==> src/rtl/seq_mul_nbit.sv <==
// seq_mul_nbit: shift-add WIDTH x WIDTH -> 2*WIDTH sequential multiplier with start/busy/done handshake.
// Define SEQ_MUL_SIGNED_EN to enable two's-complement operands selected by sgn.
module seq_mul_nbit #(
  parameter int WIDTH = 4
) (
  input  logic                 clk,
  input  logic                 reset,
  input  logic                 start,
  input  logic                 sgn,
  input  logic [WIDTH-1:0]     a,
  input  logic [WIDTH-1:0]     b,
  output logic                 busy,
  output logic                 done,
  output logic [2*WIDTH-1:0]   op
);

  localparam int CW = $clog2(WIDTH) + 1;

  typedef enum logic [0:0] {
    ST_IDLE = 1'b0,
    ST_RUN  = 1'b1
  } state_t;

  state_t               state_r;
  logic [WIDTH-1:0]     a_r;
  logic [2*WIDTH:0]     p_r;
  logic [CW-1:0]        cnt_r;
  logic                 busy_r;
  logic                 done_r;
  logic [2*WIDTH-1:0]   op_r;

  logic [WIDTH:0]       addend_s;
  logic [WIDTH:0]       sum_s;
  logic [2*WIDTH:0]     p_next_s;
  logic [WIDTH-1:0]     a_mag_s;
  logic [WIDTH-1:0]     b_mag_s;
  logic [2*WIDTH-1:0]   result_s;

  // One partial-product step: conditional add into the upper half, then shift right keeping the carry.
  always_comb begin
    addend_s = {(WIDTH+1){1'b0}};
    if (p_r[0]) begin
      addend_s = {1'b0, a_r};
    end else begin
      addend_s = {(WIDTH+1){1'b0}};
    end
    sum_s    = p_r[2*WIDTH:WIDTH] + addend_s;
    p_next_s = {1'b0, sum_s, p_r[WIDTH-1:1]};
  end

`ifdef SEQ_MUL_SIGNED_EN
  logic neg_s;
  logic neg_r;

  // Signed mode: feed magnitudes to the unsigned core and re-apply the sign at completion.
  always_comb begin
    neg_s = sgn & (a[WIDTH-1] ^ b[WIDTH-1]);
    if (sgn && a[WIDTH-1]) begin
      a_mag_s = ~a + {{(WIDTH-1){1'b0}}, 1'b1};
    end else begin
      a_mag_s = a;
    end
    if (sgn && b[WIDTH-1]) begin
      b_mag_s = ~b + {{(WIDTH-1){1'b0}}, 1'b1};
    end else begin
      b_mag_s = b;
    end
    if (neg_r) begin
      result_s = ~p_next_s[2*WIDTH-1:0] + {{(2*WIDTH-1){1'b0}}, 1'b1};
    end else begin
      result_s = p_next_s[2*WIDTH-1:0];
    end
  end

  // Sign of the product, captured together with the operands.
  always_ff @(posedge clk) begin
    if (reset) begin
      neg_r <= 1'b0;
    end else if ((state_r == ST_IDLE) && start) begin
      neg_r <= neg_s;
    end else begin
      neg_r <= neg_r;
    end
  end
`else
  logic unused_sgn_s;
  assign unused_sgn_s = sgn;

  // Unsigned-only build: operands pass straight through.
  always_comb begin
    a_mag_s  = a;
    b_mag_s  = b;
    result_s = p_next_s[2*WIDTH-1:0];
  end
`endif

  // Control FSM and datapath registers; op only changes on completion.
  always_ff @(posedge clk) begin
    if (reset) begin
      state_r <= ST_IDLE;
      a_r     <= {WIDTH{1'b0}};
      p_r     <= {(2*WIDTH+1){1'b0}};
      cnt_r   <= {CW{1'b0}};
      busy_r  <= 1'b0;
      done_r  <= 1'b0;
      op_r    <= {(2*WIDTH){1'b0}};
    end else begin
      case (state_r)
        ST_IDLE: begin
          done_r <= 1'b0;
          if (start) begin
            a_r     <= a_mag_s;
            p_r     <= {{(WIDTH+1){1'b0}}, b_mag_s};
            cnt_r   <= {CW{1'b0}};
            busy_r  <= 1'b1;
            state_r <= ST_RUN;
          end else begin
            busy_r  <= 1'b0;
            state_r <= ST_IDLE;
          end
        end
        ST_RUN: begin
          p_r   <= p_next_s;
          cnt_r <= cnt_r + {{(CW-1){1'b0}}, 1'b1};
          if (cnt_r == CW'(WIDTH-1)) begin
            op_r    <= result_s;
            busy_r  <= 1'b0;
            done_r  <= 1'b1;
            state_r <= ST_IDLE;
          end else begin
            done_r  <= 1'b0;
            state_r <= ST_RUN;
          end
        end
        default: begin
          state_r <= ST_IDLE;
          busy_r  <= 1'b0;
          done_r  <= 1'b0;
        end
      endcase
    end
  end

  assign busy = busy_r;
  assign done = done_r;
  assign op   = op_r;

endmodule
==> config.mk <==
export PLATFORM = sky130hd
export DESIGN_NAME = seq_mul_nbit
export DESIGN_NICKNAME = d
export VERILOG_FILES = /design/src/rtl/seq_mul_nbit.sv
export SDC_FILE = /design/constraint.sdc
export NUM_CORES = 1
export LEC_CHECK = 0
export ABC_CLOCK_PERIOD_IN_PS = 2200
export CAP_MARGIN = 20
export CELL_PAD_IN_SITES_DETAIL_PLACEMENT = 0
export CELL_PAD_IN_SITES_GLOBAL_PLACEMENT = 1
export CORE_UTILIZATION = 38
export DETAILED_ROUTE_END_ITERATION = 10
export PLACE_DENSITY = 0.74
export SYNTH_ARGS = -nofsm -noshare
export SYNTH_HDL_FRONTEND = slang
export SYNTH_SLANG_ARGS = --single-unit
==> constraint.sdc <==
create_clock -name clk -period 2.2 [get_ports clk]
set_input_delay 0.22 -clock clk [delete_from_list [all_inputs] [get_ports clk]]
set_output_delay 0.22 -clock clk [all_outputs]
set_load 0.02 [all_outputs]
### After elaboration in Yosys (flattened, before gate mapping)

Index checks and enable logic that the tools add are counted.
Widths: inputs -> output; s select.

| operators by class | value |
|---|---|
| muxes and demuxes | 12 |
| add/sub/neg operators | 2 |
| eq/ne operators | 3 |
| reductions and logical operators | 2 |
| bitwise logic cells | 1 |

Operator list:

| kind | count |
|---|---|
| $pmux 9 s2 | 1 |
| $mux 9 | 1 |
| $pmux 1 s2 | 3 |
| $pmux 3 s2 | 1 |
| $add 5x5->5 | 1 |
| $mux 1 | 4 |
| $mux 4 | 1 |
| $reduce_and 2->1 | 2 |
| $add 3x1->3 const B | 1 |
| $eq 3x2->1 const B | 1 |
| $mux 3 | 1 |
| $ne 2x1->1 const B | 1 |
| $ne 2x2->1 const B | 1 |
| $not 1->1 | 1 |

| storage, ports and cells | value |
|---|---|
| output and inout bits | 10 |
| register bits | 27 |
| input port bits | 12 |

### Logic depth before layout (Yosys ltp)

| depth | value |
|---|---|
| depth after elaboration | 3 |
| mapped depth | 6 |
| gate-level depth less buffers | 6 |

### Least setup slack after synthesis

No wires, ideal clock.

| path | value |
|---|---|
| path type | register -> register |
| from | reg p_r[0] |
| to | reg op_r[7] (netlist: op[7]) |
| setup slack | 574 ps |
| data arrival time | 1492 ps |
| required time | 2066 ps |
| cell stages (with the launch flop) | 7 |
| cells stage by stage | dfxtp_1 and2_1 ha_1 fa_1 a21o_1 a21oi_1 a211oi_1 |

| between the ends | value |
|---|---|
| cells in the longest elaborated chain, start to end | 2 |

RTL lines:

| element | line | text |
|---|---|---|
| start, declared | 26 | `logic [2*WIDTH:0] p_r;` |
| start signal, assigned | 102 | `p_r <= {(2*WIDTH+1){1'b0}};` |
| start signal, assigned | 113 | `p_r <= {{(WIDTH+1){1'b0}}, b_mag_s};` |
| start signal, assigned | 123 | `p_r <= p_next_s;` |
| $mux 4 | 42 | `if (p_r[0]) begin` |
| $add 5x5->5 | 47 | `sum_s = p_r[2*WIDTH:WIDTH] + addend_s;` |
| end signal, assigned | 106 | `op_r <= {(2*WIDTH){1'b0}};` |
| end signal, assigned | 126 | `op_r <= result_s;` |
| end, declared | 30 | `logic [2*WIDTH-1:0] op_r;` |

No other way between the ends.
A chain may end at the register's enable or synchronous reset.

### Worst setup path after layout

Same ends and word-level chain as after synthesis.

==> summary.md <==
The compound-gate portion of the synthesized area is 12.19%. In this run the tightest slew margin relative to its limit is 69.15%. Across the routed clock network, the largest skew measured is 0.01499 ns.

The endpoint with the worst hold slack was op[4]. The post-cts resize count is 0. The number of distinct library cells after synthesis is 30, and the clock net sink count is 26. The startpoint type of the worst setup path was a register.

Along the worst hold path, the cell count comes to 2. The logs give 0 for the quantity of hold-fixing buffers added after cts and 0 for the count of final max-slew check failures. The cell area power density was 616.3 nW/um2; the fraction of layout cells with a size suffix above 1 was 9.589%. For this run, the register share of the synthesized area comes to 43.33%. The initial antenna violation count is 0. Once the floorplan was initialized, standard cells occupied 39.67% of the core. The number of levels the H-tree was split into came out at 1.

The amount of wire on met2 after detailed routing is 1.078 mm, and the largest voltage drop on the vdd net is 289.0 uV. The startpoint of the tightest hold check path was op[4]. From synthesis to final layout, the design area changed by 24.48%. The DRC violation total after the first TritonRoute iteration is 23. For the count of unresolved DRC violations after routing, the log shows 0. Width of the die: 58.22 um. By area the synthesized netlist is led by dfxtp_1 (43%), mux2i_1 (7.5%), ha_1 (6.3%).

The leading area contributor after synthesis is dfxtp_1. The detailed-route vias per instance works out to 4.858. The number of global-route vias before repair came out at 881. The worst setup path is captured at a register. Routability-driven placement finished with a final weighted congestion of 0.7185. The fraction of post-synthesis cell area in the top cell type by area was 43.33%; the max-cap check violation count was 0. For this run, the number of Yosys warnings is 0.

Of all flip-flops after synthesis, the portion carrying an async set or reset was 0%. Derived from the worst setup path, the maximum achievable clock frequency is 555.6 MHz. The first-pass GRT wire length is 3.836 mm, and the ratio of final minimum period to clock period is 81.81%. The logs give 0 for the hold violation total from the final report and 20 for the standard-cell row count. The run gives 0 as the total setup violations reported at the end of the flow. In this run the critical register-to-register path is captured at op[7]. The setup slack after layout came out at 0.4001 ns. The transition time of the tightest slew-check pin works out to 0.4618 ns. The synthesized netlist devotes 19.69% of its cell area to simple gates.

Fraction of the mapped netlist area in adder cells: 7.917%. The signal arrival time at the worst endpoint came out at 2.02 ns. Synthesis-stage register bit count: 26. Counting cells, the worst reg-to-reg path comes to 6. The logs give 166 for the net count reported at finish and 1201 um2 for the combined area of all synthesized cells.

The tightest min-delay check is of the reg2reg type. The leakage power summed over all cells is 0.5981 nW, and the instance count of the mapped netlist is 126. After detailed routing, the average wire length per cell comes to 12.11 um. In the final routing, the length of wire on met1 measures 1.137 mm.

Of all nets on the critical path, the largest fanout is 5. The worst register-to-register path has a setup slack of 0.40 ns. The die boundary height is 58.22 um. Detailed routing placed a total of 50 um of wire on met3. The leftover overflow at the end of global routing came out at 0. Of the total synthesized cell area, the portion taken by XOR and XNOR cells is 0.7292%. For the worst-skew pair, the clock arrives at the later sink with an insertion delay of 0.33 ns.

The number of setup buffers added after CTS is 0. The detailed placer's ending HPWL is 1.587 mm, and the maximum number of pins on one net before global-route repair is 30. The CTS clock-pin slew for the worst setup and hold paths was 0.15 ns. Across all layers, the routed design uses 923 vias.

The core region is 3028 um2. The share of synthesized area spent on multiplexers came out at 12.19%. Number of I/O pins: 22. For the finished layout, the period the worst path requires is 1.800 ns.

By area, the combinational part of the netlist is dominated by simple AND/OR/NAND/NOR gates. The multi-input combinational cells in the finished layout cover a total of 633.1 um2. Counting along the longest clock path gives a buffer depth of 2.

The logs give 3390 um2 for the die area and 0.4316 ns for the post-place setup slack. Each instance of the synthesized netlist takes up on average 9.533 um2. The detailed router used layers up to and including met4. The tree is rooted in a clkbuf_4. Setup repair after global routing left no endpoint under its margin. The count of nets left with antenna violations once routing finished came out at 0.

For this run, the leading register cell type out of synthesis is dfxtp_1. The run gives 14.99% as the global routing usage summed across all routing layers. The routed wire length is 2.300 mm. The accumulated negative setup slack is 0 ns, and the area taken by flip-flops and latches is 520.5 um2. The run gives 2.42 ns as the required time of the critical path.

TritonCTS built the clock tree. The flow ran to the end, and the final reports show no timing, DRC or antenna violations. Counting the buffers created by CTS gives 3.

The critical path in this run is classified as reg2reg. The post-synthesis net count came out at 145. For this run, the detailed router's first-pass iteration total came to 3. 0 antenna diodes ended up in the layout. Counting flops with a built-in enable in the synthesized netlist gives 0. The filler cells instantiated in the layout total 297. The count of buffers from port buffering came out at 20. In this run the critical register-to-register path is launched from p_r[0].
-- per-layer routing --
metal | GRT usage (%) | up-vias
li1 | - | 468
met1 | 18.86 | 438
met2 | 24.63 | 13
met3 | 2.009 | 4
met4 | 8.503 | 0
met5 | 0 | -
-- critical path: stages, from the launching register on --
cell,delay (ns)
dfxtp_1,0.37
and2_1,0.17
ha_1,0.21
fa_1,0.45
a21o_1,0.20
a21oi_1,0.20
a211oi_1,0.10
-- flip-flops by register name, indices dropped and copies added (netlist names) --
register  count
cnt_r         3
op            8
p_r           8
done          1
a_r           4
busy          1
state_r       1
-- Yosys cell counts, types with 2 or more instances --
library cell / count
mux2i_1: 9
a21o_1: 3
dfxtp_1: 26
a211oi_1: 2
nand2b_1: 6
and2_1: 5
a21oi_1: 9
ha_1: 6
nor3b_1: 4
buf_2: 4
nor2_1: 18
nand2_1: 12
mux2_2: 5
-- cells by family (layout without fill, tap and decap cells) --
kind of cell | count (synthesis) | count (layout)
muxes | 14 | 14
buffers and inverters | 9 | 29
xor gates and xnor gates | 1 | 1
adders and majority gates | 7 | 7
DFF | 26 | 26
AOI/OAI and AO/OA | 21 | 21
and+or+nand+nor | 48 | 48
-- power by group --
group / switching (mW) / internal, mW / leakage (nW)
Sequential: 0.0130 / 0.486 / 0.211
Clock: 0.144 / 0.184 / 0.0279
Combinational: 0.0421 / 0.0519 / 0.359
Total: 0.199 / 0.722 / 0.598
-- per-stage QoR --
stage                     util [%]  instance area [um2]  total power, mW  std cells  hold WS [ns]
after floorplan                  -                 1201           0.5684        126        0.3668
after global placement       47.64                 1443           0.6015        186        0.4448
after detailed placement     47.64                 1443           0.6041        186        0.4488
after CTS                    49.38                 1495           0.9305        190        0.4685
after global routing         49.38                 1495           0.9558        190        0.4811
final                        49.38                 1495           0.9215        190        0.4649
-- final cells by class --
type	instances	share of cell area [%]
inverter	1	0.2510
timing repair buffer	24	15.40
clock inverter	1	2.008
multi-input combinational	91	42.34
tap	44	3.682
clock buffer	3	1.506
sequential	26	34.81
-- cell usage in the layout (no fill, tap or decap), types with 2 or more instances in the layout --
cell type	count
a21o_1	3
ha_1	6
a21oi_1	9
dfxtp_1	26
mux2_2	5
nand2_1	12
and2_1	5
mux2i_1	9
buf_4	4
a211oi_1	2
nor2_1	18
nor3b_1	4
nand2b_1	6
clkdlybuf4s50_1	20
clkbuf_4	3
-- worst max path at each step --
stage | start | endpoint | slack [ns] | depth (start not counted)
global placement | p_r[0] | op[7] | 0.44 | 6
detailed placement | p_r[0] | op[7] | 0.43 | 6
finish | p_r[0] | op[7] | 0.40 | 6
global route | p_r[0] | op[7] | 0.28 | 6
CTS | p_r[0] | op[7] | 0.40 | 6
floorplan | p_r[0] | op[7] | 0.57 | 6
Note: power is estimated with default switching activity, not from simulation.
